## src/rtl/writeback_stage.sv

```systemverilog
// Final pipeline stage: writes primary/special results through one register-file port,
// clears scoreboard bits and retires. Optional retire counter enabled by WB_RETIRE_COUNT_EN.
module writeback_stage #(
    parameter int unsigned RETIRE_CNT_WIDTH = 32,
    parameter logic [7:0]  HALT_OPCODE      = 8'hF4
) (
    input  logic                        clk,
    input  logic                        reset,
    input  logic                        isMemorySuccessfulIn,
    input  logic [63:0]                 currentRipIn,
    input  logic [7:0]                  opcodeIn,
    input  logic [63:0]                 operand1ValIn,
    input  logic [63:0]                 operand2ValIn,
    input  logic [3:0]                  destRegIn,
    input  logic                        destRegValidIn,
    input  logic [3:0]                  destRegSpecialIn,
    input  logic                        destRegSpecialValidIn,
    output logic                        canWritebackOut,
    output logic                        regWriteEnOut,
    output logic [3:0]                  regWriteAddrOut,
    output logic [63:0]                 regWriteDataOut,
    output logic [15:0]                 scoreboardClearOut,
    output logic                        retireValidOut,
    output logic [63:0]                 retiredRipOut,
    output logic [RETIRE_CNT_WIDTH-1:0] retireCountOut,
    output logic                        haltOut
);

    typedef enum logic [1:0] {
        StIdle,
        StWritePri,
        StWriteSpc
    } state_e;

    state_e state_q, state_d;

    logic [63:0] rip_q, rip_d;
    logic [7:0]  opcode_q, opcode_d;
    logic [63:0] pri_val_q, pri_val_d;
    logic [63:0] spc_val_q, spc_val_d;
    logic [3:0]  pri_dest_q, pri_dest_d;
    logic        pri_valid_q, pri_valid_d;
    logic [3:0]  spc_dest_q, spc_dest_d;
    logic        spc_valid_q, spc_valid_d;
    logic        halt_q, halt_d;

    logic can_accept;
    logic accept;
    logic retire;

    function automatic logic [15:0] one_hot(input logic [3:0] idx);
        one_hot = 16'h0001 << idx;
    endfunction

    // Stage is free when idle or when the current instruction retires this cycle.
    always_comb begin
        can_accept = 1'b0;
        retire     = 1'b0;
        unique case (state_q)
            StIdle: begin
                can_accept = 1'b1;
            end
            StWritePri: begin
                can_accept = !spc_valid_q;
                retire     = !spc_valid_q;
            end
            StWriteSpc: begin
                can_accept = 1'b1;
                retire     = 1'b1;
            end
            default: begin
                can_accept = 1'b0;
                retire     = 1'b0;
            end
        endcase
    end

    assign canWritebackOut = can_accept && !halt_q;
    assign accept          = isMemorySuccessfulIn && canWritebackOut;

    // State register
    always_ff @(posedge clk) begin
        if (reset) begin
            state_q <= StIdle;
        end else begin
            state_q <= state_d;
        end
    end

    // Next-state logic
    always_comb begin
        state_d = state_q;
        unique case (state_q)
            StIdle: begin
                if (accept) state_d = StWritePri;
            end
            StWritePri: begin
                if (spc_valid_q) begin
                    state_d = StWriteSpc;
                end else if (accept) begin
                    state_d = StWritePri;
                end else begin
                    state_d = StIdle;
                end
            end
            StWriteSpc: begin
                state_d = accept ? StWritePri : StIdle;
            end
            default: begin
                state_d = StIdle;
            end
        endcase
    end

    // Instruction latches load on every accept and hold otherwise.
    always_comb begin
        rip_d       = rip_q;
        opcode_d    = opcode_q;
        pri_val_d   = pri_val_q;
        spc_val_d   = spc_val_q;
        pri_dest_d  = pri_dest_q;
        pri_valid_d = pri_valid_q;
        spc_dest_d  = spc_dest_q;
        spc_valid_d = spc_valid_q;
        if (accept) begin
            rip_d       = currentRipIn;
            opcode_d    = opcodeIn;
            pri_val_d   = operand1ValIn;
            spc_val_d   = operand2ValIn;
            pri_dest_d  = destRegIn;
            pri_valid_d = destRegValidIn;
            spc_dest_d  = destRegSpecialIn;
            spc_valid_d = destRegSpecialValidIn;
        end
    end

    always_ff @(posedge clk) begin
        if (reset) begin
            rip_q       <= '0;
            opcode_q    <= '0;
            pri_val_q   <= '0;
            spc_val_q   <= '0;
            pri_dest_q  <= '0;
            pri_valid_q <= 1'b0;
            spc_dest_q  <= '0;
            spc_valid_q <= 1'b0;
        end else begin
            rip_q       <= rip_d;
            opcode_q    <= opcode_d;
            pri_val_q   <= pri_val_d;
            spc_val_q   <= spc_val_d;
            pri_dest_q  <= pri_dest_d;
            pri_valid_q <= pri_valid_d;
            spc_dest_q  <= spc_dest_d;
            spc_valid_q <= spc_valid_d;
        end
    end

    // Halt is sticky until reset.
    always_comb begin
        halt_d = halt_q;
        if (retire && (opcode_q == HALT_OPCODE)) halt_d = 1'b1;
    end

    always_ff @(posedge clk) begin
        if (reset) begin
            halt_q <= 1'b0;
        end else begin
            halt_q <= halt_d;
        end
    end

    assign haltOut = halt_q;

`ifdef WB_RETIRE_COUNT_EN
    localparam logic [RETIRE_CNT_WIDTH-1:0] CntOne = RETIRE_CNT_WIDTH'(1);

    logic [RETIRE_CNT_WIDTH-1:0] retire_cnt_q, retire_cnt_d;

    always_comb begin
        retire_cnt_d = retire_cnt_q;
        if (retire) retire_cnt_d = retire_cnt_q + CntOne;
    end

    always_ff @(posedge clk) begin
        if (reset) begin
            retire_cnt_q <= '0;
        end else begin
            retire_cnt_q <= retire_cnt_d;
        end
    end

    assign retireCountOut = retire_cnt_q;
`else
    assign retireCountOut = '0;
`endif

    // Output decode from registered state and latches only.
    always_comb begin
        regWriteEnOut      = 1'b0;
        regWriteAddrOut    = '0;
        regWriteDataOut    = '0;
        scoreboardClearOut = '0;
        retireValidOut     = retire;
        retiredRipOut      = retire ? rip_q : 64'h0;
        unique case (state_q)
            StIdle: begin
                regWriteEnOut = 1'b0;
            end
            StWritePri: begin
                regWriteEnOut      = pri_valid_q;
                regWriteAddrOut    = pri_dest_q;
                regWriteDataOut    = pri_val_q;
                scoreboardClearOut = pri_valid_q ? one_hot(pri_dest_q) : 16'h0000;
            end
            StWriteSpc: begin
                regWriteEnOut      = 1'b1;
                regWriteAddrOut    = spc_dest_q;
                regWriteDataOut    = spc_val_q;
                scoreboardClearOut = one_hot(spc_dest_q);
            end
            default: begin
                regWriteEnOut = 1'b0;
            end
        endcase
    end

endmodule

```

## config.mk

```make
export PLATFORM = sky130hd
export DESIGN_NAME = writeback_stage
export DESIGN_NICKNAME = d
export VERILOG_FILES = /design/src/rtl/writeback_stage.sv
export SDC_FILE = /design/constraint.sdc
export NUM_CORES = 1
export LEC_CHECK = 0
export BUFFER_PORTS_ARGS = -buffer_cell sky130_fd_sc_hd__buf_4
export CAP_MARGIN = 10
export CORE_MARGIN = 3
export CORE_UTILIZATION = 33
export DETAILED_ROUTE_END_ITERATION = 12
export RECOVER_POWER = 25
export SYNTH_ARGS = -nofsm -noshare
export SYNTH_HDL_FRONTEND = slang
export SYNTH_SLANG_ARGS = --single-unit
```

## constraint.sdc

```tcl
create_clock -name clk -period 2.2 [get_ports clk]
set_input_delay 0.11 -clock clk [delete_from_list [all_inputs] [get_ports clk]]
set_output_delay 0.11 -clock clk [all_outputs]
set_load 0.01 [all_outputs]
```

# Word level (Yosys, flattened, before mapping)
# Cells that the tools add are included.
# op_classes
mux	12
multipliers	0
magnitude_cmp	0
bitwise_logic	0
div	0
eq_ne	4
reduce_logical	7
n_shift	2
addsub	0
# op_table
op	count
$pmux W64 S2	1
$mux W64	1
$pmux W16 S2	1
$shl A1 B4 Y16 const A	2
$mux W16	1
$eq A8 B8 Y1 const B	1
$pmux W4 S2	1
$pmux W1 S2	3
$pmux W2 S3	1
$mux W2	2
$logic_and A1 B1 Y1	3
$eq A2 B1 Y1 const B	1
$eq A2 B2 Y1 const B	1
$logic_not A1 Y1	2
$logic_not A2 Y1	1
$ne A2 B2 Y1 const B	1
$reduce_or A2 Y1	1
$mux W1	1
# totals
ram_bits	0
n_memories	0
mem_bits_ro	0
output_inout_bits	184
latch_bits	0
regBits	213
input_bits	213
word_cells	35

# Depth between registers and ports, before layout
# Gate-level depths: netlist (run 1).
# depth
ltp_word	8
mapped_depth	9
ltp_nobuf	5

# Worst setup path after synthesis (run 1)
# OpenSTA, ideal clock, no wires.
# synth_path
path_type	reg2reg
from	register state_q[1]
to	register opcode_q[7]
stages_incl_launch_ff	10
n_path_buf	4
path_slack_ps	425
period_less_slack_ps	1775
required_time_ps	2080
t_arrival_ps	1656
setup_ps	120
cell_sequence	dfxtp_1 inv_1 ha_1 buf_4 nor2b_4 o311a_1 buf_2 buf_6 buf_6 mux2i_1
# synth_between
elab_chain_len	5
word_cells_on_any_way	7
cone_classes	2 x eq/ne; 1 x mux; 4 x reduce/logical
# synth_rtl
item	line_no	text
start, declared	35	state_e state_q, state_d;
start signal, assigned	84	state_q <= StIdle;
start signal, assigned	86	state_q <= state_d;
$eq A2 B2 Y1 / $logic_not A2 Y1 (equally long branches)	59	unique case (state_q)
$reduce_or A2 Y1 (no source line)	-	
$pmux W1 S2 *	59	
$logic_and A1 B1 Y1 *	78	assign canWritebackOut = can_accept && !halt_q;
$logic_and A1 B1 Y1 *	79	assign accept = isMemorySuccessfulIn && canWritebackOut;
end signal, assigned	149	opcode_q <= opcode_d;
end, declared	38	logic [7:0] opcode_q, opcode_d;
# Every way passes the cells marked *; elsewhere a longest branch is shown, timed or not.
# A chain may end at the register's enable or synchronous reset.

# Worst setup path in the final report (run 1)
# layout_path
from	register state_q[0]
to	output scoreboardClearOut[5]
# layout_between
elab_chain_len	2
word_cells_on_any_way	3
cone_classes	2 x eq/ne; 1 x mux
# layout_rtl
item	line_no	text
$eq A2 B2 Y1 / $eq A2 B1 Y1 (equally long branches)	206	unique case (state_q)
$pmux W16 S2 *	206	
end, declared	22	output logic [15:0] scoreboardClearOut,
# Marks and branches as above.

==> results.tsv, run 1 <==
metric	value	unit
status	finished, violations left	
failed_checks	setup timing	
globalplace.congestion	0.789	
reg2reg_setup_slack	90	ps
clock-sinks	213	
die_h	193	um
multi_input_area	0.00716	mm^2
area_delta_synth_final	61.4	%
seq_area	0.00427	mm^2
r2r_cells	7	
dp_hpwl	21500	um
ctsRootBufferMaster	clkbuf_16	
slowest_delay	370	ps
hold_end	spc_val_q[30]	
end_kind	primary output	
r2r_start	state_q[0]	
maxCapViolCount	0	
grt_pass1_vias	10600	
row_count	67	
numPortBuffers	364	
final.period_utilization	1.01	
cp.arrival	2120	ps
cts.reportedPaths.clkPinSlew	60	ps
viasPerCell	4.65	
pre_cts_slack	58.5	ps
wl_per_cell	17.1	um
synth-seq-cells	213	
ys.flop_type	dfxtp_1	
period_needed	2230	ps
reg2reg_to	pri_val_q[44]	
dpl_cell_area	0.0144	mm^2
ant_nets	0	
drc	0	
htreeDepth	1	
pin_count	397	
hp-class	in -> reg	
hold_violations	0	
ir_worst_vdd	522	uV
setup-tns-final	-297	ps
clk_latency	530	ps
timing.fmax	449	MHz
grt_pass1_wl	54900	um
finalMaxSlewViolations	0	
routed_wl	38400	um
core	0.0340	mm^2
relSlewSlack	0.547	
cts_buffers	27	
grt_setup_unrepaired	yes	
grt_max_degree	139	
drt-initial-drc-count	427	
async_flop_share	0	
initial_core_util	0.339	
synth_edf_count	0	
dieArea	0.0373	mm^2
cp-start-kind	flip-flop	
synth-seq-area-share	0.369	
vias	10500	
critPathTopFamily	simple AND/OR/NAND/NOR gates	
cp_cell_sequence	inv_4 > ha_4 > and2_4 > nand4b_1 > o22ai_1 > buf_4	
worst-path-max-fanout	7	
yosysUniqueCellTypes	34	
fin_worst_skew	10.9	ps
crit_slowest_cell	dfxtp_4	
layout-drive-gt1-share	0.322	
synthCells	1241	
path_class	reg -> out	
fillers	2957	
overflow	0	
first_pass_iters	5	
worstPathBufferInverterCount	2	
ys_warn_count	0	
dieWidth	193	um
design_area	0.0187	mm^2
clock_path_buffers	3	
fin_ws	-25.7	ps
power-per-cell-area	582	mW/mm^2
nets	2000	
cts_tree	built	
syn_avg_cell_area	9.31	um^2
cp.required	2090	ps
finalSetupViolCount	32	
fin_util	0.548	
power_leakage	7.81	nW
hold_depth	3	
min_from	reset	
syn_area	0.0116	mm^2
grtUsageTotal	0.180	
antenna_found_initial	0	
worst-slew-pin-transition	680	ps
-- where the power goes --
group | switching [W] | internal, W
combinational | 0.000939 | 0.00131
sequential | 0.000187 | 0.00417
clock | 0.00173 | 0.00252
-- worst max path at each step --
| stage | from | end | slack [ps] | depth (start not counted) |
|---|---|---|---|---|
| global route | state_q[1] | scoreboardClearOut[5] | -130 | 6 |
| global placement | state_q[1] | spc_val_q[12] | 120 | 6 |
| floorplan | state_q[1] | opcode_q[7] | 420 | 9 |
| CTS | state_q[0] | scoreboardClearOut[5] | -40 | 6 |
| detailed placement | state_q[1] | spc_val_q[9] | 60 | 6 |
| finish | state_q[0] | scoreboardClearOut[5] | -30 | 6 |
-- flip-flops by register name, summed over array words and instances, names as in the netlist, 2 cells and up --
signal / flops
opcode_q: 8
pri_val_q: 64
pri_dest_q: 4
spc_dest_q: 4
spc_val_q: 64
state_q: 2
rip_q: 64
-- cells by family after synthesis --
group	after synthesis	share of synthesized area
multiplexers	211	0.183
AO/OA/AOI/OAI	92	0.0587
other	1	0.000325
buffers and inverters	138	0.0695
AND/OR/NAND/NOR	582	0.315
adder cells (fa/ha/maj)	4	0.00433
flip-flops	213	0.369
-- stage by stage --
stage               std cells  total power [W]  hold WS (ps)
CTS                      2236           0.0108          86.4
finish                   2251           0.0108           118
global route             2250           0.0113           136
detailed placement       1962          0.00603           386
global placement         1962          0.00599           376
floorplan                1272          0.00549           265
-- cell type report --
| type | instances | area share |
|---|---|---|
| inverter | 4 | 0.00107 |
| tap | 448 | 0.0301 |
| sequential | 213 | 0.229 |
| antenna | 1 | 0.000134 |
| clock buffer | 43 | 0.0437 |
| clock inverter | 5 | 0.00181 |
| timing repair buffer | 616 | 0.310 |
| multi-input combinational | 921 | 0.384 |
-- cell usage in the layout (no fill, tap or decap), drive strengths merged, types with 2 or more instances in the layout --
cell	netlist	layout
nand2b	423	423
buf	57	396
dfxtp	213	213
mux2i	211	211
dlygate4sd3	0	211
nor2b	70	70
a22oi	68	68
and2	66	66
clkbuf	77	52
conb	1	32
o22ai	14	14
inv	4	5
nand3b	4	4
nand2	4	4
ha	4	4
nor2	3	3
nand3	3	3
or3	2	2
nand4b	2	2
a21oi	2	2
clkinvlp	0	2
clkinv	0	2
o2bb2ai	2	2
-- repair_timing --
| action | in CTS | in global routing |
|---|---|---|
| setup endpoints to repair | 148 | 220 |
| pin swaps | 11 | 49 |
| hold buffers | 211 | 0 |
| resized for setup | 33 | 198 |
| buffers inserted | 11 | 4 |
| cloned | 4 | 10 |
| endpoints found under the hold margin | 211 | 0 |
-- routing by layer --
metal	GRT usage	part of all wire	vias up
li1	-	-	5119
met1	0.220	0.43	4977
met2	0.321	0.49	299
met3	0.0324	0.051	64
met4	0.0590	0.029	0
met5	0	0	-
-- synth_stat cells, types with 2 or more instances --
| cell | count | area (um^2) |
|---|---|---|
| and2_1 | 66 | 413 |
| nor2_1 | 3 | 11.3 |
| mux2i_1 | 211 | 2110 |
| o2bb2ai_1 | 2 | 17.5 |
| nand3_1 | 3 | 15.0 |
| buf_4 | 33 | 248 |
| o22ai_1 | 14 | 87.6 |
| nand4b_1 | 2 | 17.5 |
| inv_1 | 4 | 15.0 |
| clkbuf_1 | 77 | 289 |
| a22oi_1 | 68 | 510 |
| a21oi_1 | 2 | 10.0 |
| nand3b_1 | 4 | 30.0 |
| ha_1 | 4 | 50.1 |
| or3_1 | 2 | 12.5 |
| dfxtp_1 | 213 | 4260 |
| nand2b_1 | 423 | 2650 |
| buf_2 | 3 | 15.0 |
| buf_6 | 21 | 236 |
| nor2b_1 | 69 | 432 |
| nand2_1 | 4 | 15.0 |
-- worst register-to-register path: stages (launching register included) --
cell and delay [ps]:
dfxtp_4 370, buf_6 110, ha_4 160, nor2b_4 160, buf_4 130, o311a_4 250, buf_16 420, mux2i_1 450
Note: power is estimated with default switching activity, not from simulation.
==> inputs of run 2 (changes only) <==
Settings changed: CTS_BUF_LIST set to sky130_fd_sc_hd__clkbuf_16, CTS_CLUSTER_SIZE set to 25.
Clock period 2.2 ns to 2.8 ns, I/O delays scaled along.
==> results.tsv, run 2 (same netlist as run 1, synthesis figures left out) <==
metric	value	unit	change
globalplace.congestion	0.795		was 0.789
worst-path-max-fanout	27		was 7
grt_pass1_vias	10300		was 10.6k
fin_ws	235	ps	was -25.7 ps
pin_count	397		unchanged
switching_share	0.250		was 0.263
finalSetupViolCount	0		was 32
clock_path_buffers	3		unchanged
relSlewSlack	0.364		was 0.547
area_delta_synth_final	50.8	%	was 61.4%
dp_hpwl	22300	um	was 21500 um
cts_resized	0		was 33
maxCapViolCount	0		unchanged
cp_cell_sequence	inv_1 > ha_1 > nor2b_1 > o311a_2 > buf_6 > mux2i_1		was inv_4 > ha_4 > and2_4 > nand4b_1 > o22ai_1 > buf_4
end_kind	flip-flop		was primary output
antenna_found_initial	2		was 0
pre_cts_slack	715	ps	was 58.5 ps
routed_wl	34300	um	was 38400 um
drt-initial-drc-count	334		was 427
clkPwrFrac	0.418		was 0.391
period_needed	2570	ps	
row_count	67		unchanged
layout_commonest_cell	nand2b_1		unchanged
core	0.0340	mm^2	unchanged
hold_violations	0		unchanged
first_pass_iters	4		was 5
cp.arrival	3020	ps	was 2120 ps
path_class	reg -> reg		was reg -> out
clk_latency	530	ps	about the same
crit_slowest_cell	o311a_2		was dfxtp_4
reg_top3	pri_val_q x64, rip_q x64, spc_val_q x64		unchanged
htreeDepth	1		unchanged
viasPerCell	4.55		was 4.65
final.period_utilization	0.916		
finalMaxSlewViolations	0		unchanged
cts.reportedPaths.clkPinSlew	60	ps	about the same
ant_nets	0		unchanged
p_switching	0.00211	W	was 0.00285 W
seqPwrFrac	0.404		was 0.402
layout-drive-gt1-share	0.237		was 0.322
hold_buffers	211		unchanged
hp-class	in -> reg		unchanged
power-per-cell-area	484	mW/mm^2	was 582 mW/mm^2
power_leakage	7.43	nW	was 7.81 nW
wl_per_cell	15.4	um	was 17.1 um
die_h	193	um	unchanged
overflow	0		unchanged
drc	0		unchanged
cts_buffers	26		was 27
dieArea	0.0373	mm^2	unchanged
slowest_delay	860	ps	was 370 ps
post_cts_buffers	0		was 11
vias	10100		was 10.5k
cts_tree	built		unchanged
initial_core_util	0.339		unchanged
grt_pass1_wl	53000	um	was 54900 um
grt_setup_unrepaired	no		was yes
timing.fmax	390	MHz	
worst-slew-pin-transition	954	ps	was 680 ps
grt_max_degree	134		was 139
nets	1976		was 2000
combPwrFrac	0.178		was 0.207
numPortBuffers	364		unchanged
status	finished, final reports clean		was finished, violations left
grtUsageTotal	0.172		was 0.180
cp.required	3250	ps	was 2090 ps
p_int	0.00633	W	was 0.00800 W
ir_worst_vdd	414	uV	was 522 uV
cp-start-kind	flip-flop		unchanged
fin_worst_skew	17.5	ps	was 10.9 ps
setup-tns-final	0	ps	was -297 ps
dieWidth	193	um	unchanged
ctsRootBufferMaster	clkbuf_16		unchanged
clock-sinks	213		unchanged
final_cell_mix	423 x nand2b_1, 371 x buf_4, 213 x dfxtp_1		was 423 x nand2b_1, 321 x buf_4, 211 x mux2i_1, 211 x dfxtp_1, 211 x dlygate4sd3_1
## run 2: power by group through the flow
| stage | Clock, W | Sequential, W | Combinational (W) |
|---|---|---|---|
| floorplan | 0 | 0.00343 | 0.000885 |
| finish | 0.00352 | 0.00341 | 0.00151 |
| CTS | 0.00364 | 0.00341 | 0.00153 |
| detailed placement | 0 | 0.00347 | 0.00127 |
| global placement | 0 | 0.00347 | 0.00126 |
| global route | 0.00374 | 0.00344 | 0.00164 |
## run 2: final cells by class
cell class | instances | area [um^2]
clock inverters | 21 | 218
fillers | 3106 | 16600
clock buffers | 27 | 676
inverters | 4 | 15.0
repair buffers | 593 | 5070
flip-flops and latches | 213 | 4260
diodes | 2 | 5.00
well taps | 448 | 561
multi-input cells | 921 | 6610
## run 2: metal layers
layer,GRT usage,wire length [um]
met1,0.217,14900
met2,0.304,16700
met3,0.0313,1950
met4,0.0434,718
met5,0,0
## run 2: worst paths after layout
path / cells past startpoint / from / slack, ps / endpoint
worst max-delay path: 6 / state_q[1] / 230 / spc_val_q[35]
worst min-delay path: 3 / reset / 320 / pri_val_q[30]
worst max register to register: 6 / state_q[1] / 230 / spc_val_q[35]
worst min register to register: 2 / rip_q[0] / 470 / rip_q[0]
## run 2: per-stage QoR
stage	util	cell area, um^2	total power, W	instances	hold WS, ps
floorplan	-	11700	0.00432	1272	295
global placement	0.424	14400	0.00472	1968	406
detailed placement	0.424	14400	0.00475	1968	417
CTS	0.513	17500	0.00858	2227	295
global route	0.512	17400	0.00881	2228	361
finish	0.512	17400	0.00844	2229	323
## run 2: worst max-delay path: cells and delay by family, from the launching register on
family	cells	cell delay, ps
AOI/OAI and AO/OA	1	860
buffers and inverters	2	540
DFF	1	360
and+or+nand+nor	1	300
muxes	1	230
adders and majority gates	1	200
==> inputs of run 3 (changes only) <==
Settings changed: CELL_PAD_IN_SITES_DETAIL_PLACEMENT set to 2, CELL_PAD_IN_SITES_GLOBAL_PLACEMENT set to 2, CORE_UTILIZATION 33 to 32, PLACE_DENSITY_LB_ADDON set to 0.1, SETUP_SLACK_MARGIN set to 0.05.
==> results.tsv, run 3 (same netlist as run 1, synthesis figures left out) <==
metric	value	unit	change
stdcell_count	2238		was 2229
dp.cells	1970		was 1968
power_leakage	7.35	nW	was 7.43 nW
status	finished, final reports clean		unchanged
wl_per_cell	20.6	um	was 15.4 um
setup-tns-final	0	ps	unchanged
dieArea	0.0384	mm^2	was 0.0373 mm^2
cp-start-kind	flip-flop		unchanged
drt-initial-drc-count	412		was 334
final.period_utilization	0.931		was 0.916
maxCapViolCount	0		unchanged
initial_core_util	0.330		was 0.339
routed_wl	46100	um	was 34300 um
row_count	68		was 67
timing.fmax	383	MHz	was 390 MHz
hold_violations	0		unchanged
relSlewSlack	0.223		was 0.364
reg_top3	pri_val_q x64, rip_q x64, spc_val_q x64		unchanged
grtUsageTotal	0.229		was 0.172
viasPerCell	4.77		was 4.55
period_needed	2610	ps	was 2570 ps
area_delta_synth_final	50.0	%	was 50.8%
slowest_delay	850	ps	was 860 ps
post_cts_buffers	0		unchanged
finalSetupViolCount	0		unchanged
overflow	0		unchanged
globalplace.congestion	0.789		was 0.795
crit_slowest_cell	buf_4		was o311a_2
htreeDepth	1		unchanged
pin_count	397		unchanged
grt_setup_unrepaired	no		unchanged
cp_cell_sequence	inv_1 > ha_4 > nor2b_4 > o311a_4 > buf_4 > mux2i_1		was inv_1 > ha_1 > nor2b_1 > o311a_2 > buf_6 > mux2i_1
worst-path-max-fanout	64		was 27
grt_pass1_wl	71000	um	was 53000 um
path_class	reg -> reg		unchanged
core	0.0351	mm^2	was 0.0340 mm^2
dieWidth	196	um	was 193 um
numPortBuffers	364		unchanged
cts.reportedPaths.clkPinSlew	60	ps	about the same
cts_buffers	28		was 26
dp_hpwl	26200	um	was 22300 um
grt_max_degree	112		was 134
first_pass_iters	5		was 4
hp-class	in -> reg		unchanged
ir_worst_vdd	448	uV	was 414 uV
cp.arrival	3040	ps	was 3020 ps
antenna_found_initial	7		was 2
drc	0		unchanged
nets	1973		was 1976
finalMaxSlewViolations	0		unchanged
layout-drive-gt1-share	0.234		was 0.237
final_cell_mix	423 x nand2b_1, 363 x buf_4, 213 x dfxtp_1		was 423 x nand2b_1, 371 x buf_4, 213 x dfxtp_1
ant_nets	0		unchanged
cp.required	3240	ps	was 3250 ps
end_kind	flip-flop		unchanged
vias	10700		was 10.1k
clock_path_buffers	3		unchanged
clock-sinks	213		unchanged
worst-slew-pin-transition	1170	ps	was 954 ps
die_h	196	um	was 193 um
grt_pass1_vias	12200		was 10.3k
clk_latency	550	ps	was 530 ps
power-per-cell-area	481	mW/mm^2	was 484 mW/mm^2
cts_tree	built		unchanged
layout_commonest_cell	nand2b_1		unchanged
fin_worst_skew	12.6	ps	was 17.5 ps
ctsRootBufferMaster	clkbuf_16		unchanged
[run 3: cell count changes in the layout (fill, tap and decap cells not counted), sizes merged]
cell,change
clkinvlp,-1
inv,-3
clkbuf,+6
bufinv,-4
clkinv,+9
buf,-10
diode,+5
[run 3: area by class of cell]
type / count / area [um^2]
Fill cell: 3632 / 17700
Multi-Input combinational cell: 921 / 6650
Timing Repair Buffer: 588 / 4990
Sequential cell: 213 / 4260
Clock buffer: 28 / 701
Tap cell: 455 / 569
Clock inverter: 22 / 130
Antenna cell: 7 / 17.5
Inverter: 4 / 15.0
[run 3: path summary, 6_finish.rpt]
path         cells past startpoint             to     startpoint  slack [ps]
min reg2reg                      2  pri_val_q[58]  pri_val_q[58]         470
min                              2     state_q[0]          reset         330
max                              6      rip_q[63]     state_q[1]         190
max reg2reg                      6      rip_q[63]     state_q[1]         190
[run 3: worst max-delay path: cells and delay by family, from the launching register on]
kind | cells | cell delay [ps]
compound gates | 1 | 220
fa+ha+maj | 1 | 250
buf+inv | 2 | 1020
flops | 1 | 350
mux | 1 | 350
simple gates | 1 | 220
[run 3: through the flow]
| step | total power (W) | instance area [um^2] | worst slack [ps] | hold slack [ps] | util |
|---|---|---|---|---|---|
| 2_1_floorplan | 0.00432 | 11700 | 1020 | 295 | - |
| 3_3_place_gp | 0.00472 | 14400 | 393 | 408 | 0.411 |
| 3_5_place_dp | 0.00477 | 14400 | 285 | 419 | 0.411 |
| 4_1_cts | 0.00838 | 17400 | 73.2 | 313 | 0.495 |
| 5_1_grt | 0.00873 | 17300 | 48.6 | 374 | 0.495 |
| 6_report | 0.00833 | 17300 | 192 | 333 | 0.495 |
[run 3: routing by layer]
metal	GRT usage	vias up	wire length [um]
li1	-	5057	-
met1	0.255	5274	17700
met2	0.441	281	24700
met3	0.0544	59	2670
met4	0.0486	2	922
met5	0	-	7
[run 3: power breakdown]
part	switching, W	internal (W)
Clock	0.00143	0.00189
Combinational	0.000704	0.000872
Sequential	0.000159	0.00328
[run 3: what timing repair did]
| action | in CTS | in global routing |
|---|---|---|
| gates resized for setup | 1 | 4 |
| endpoints found under the hold margin | 211 | 0 |
| setup endpoints to repair | 18 | 117 |
| hold buffers | 211 | 0 |
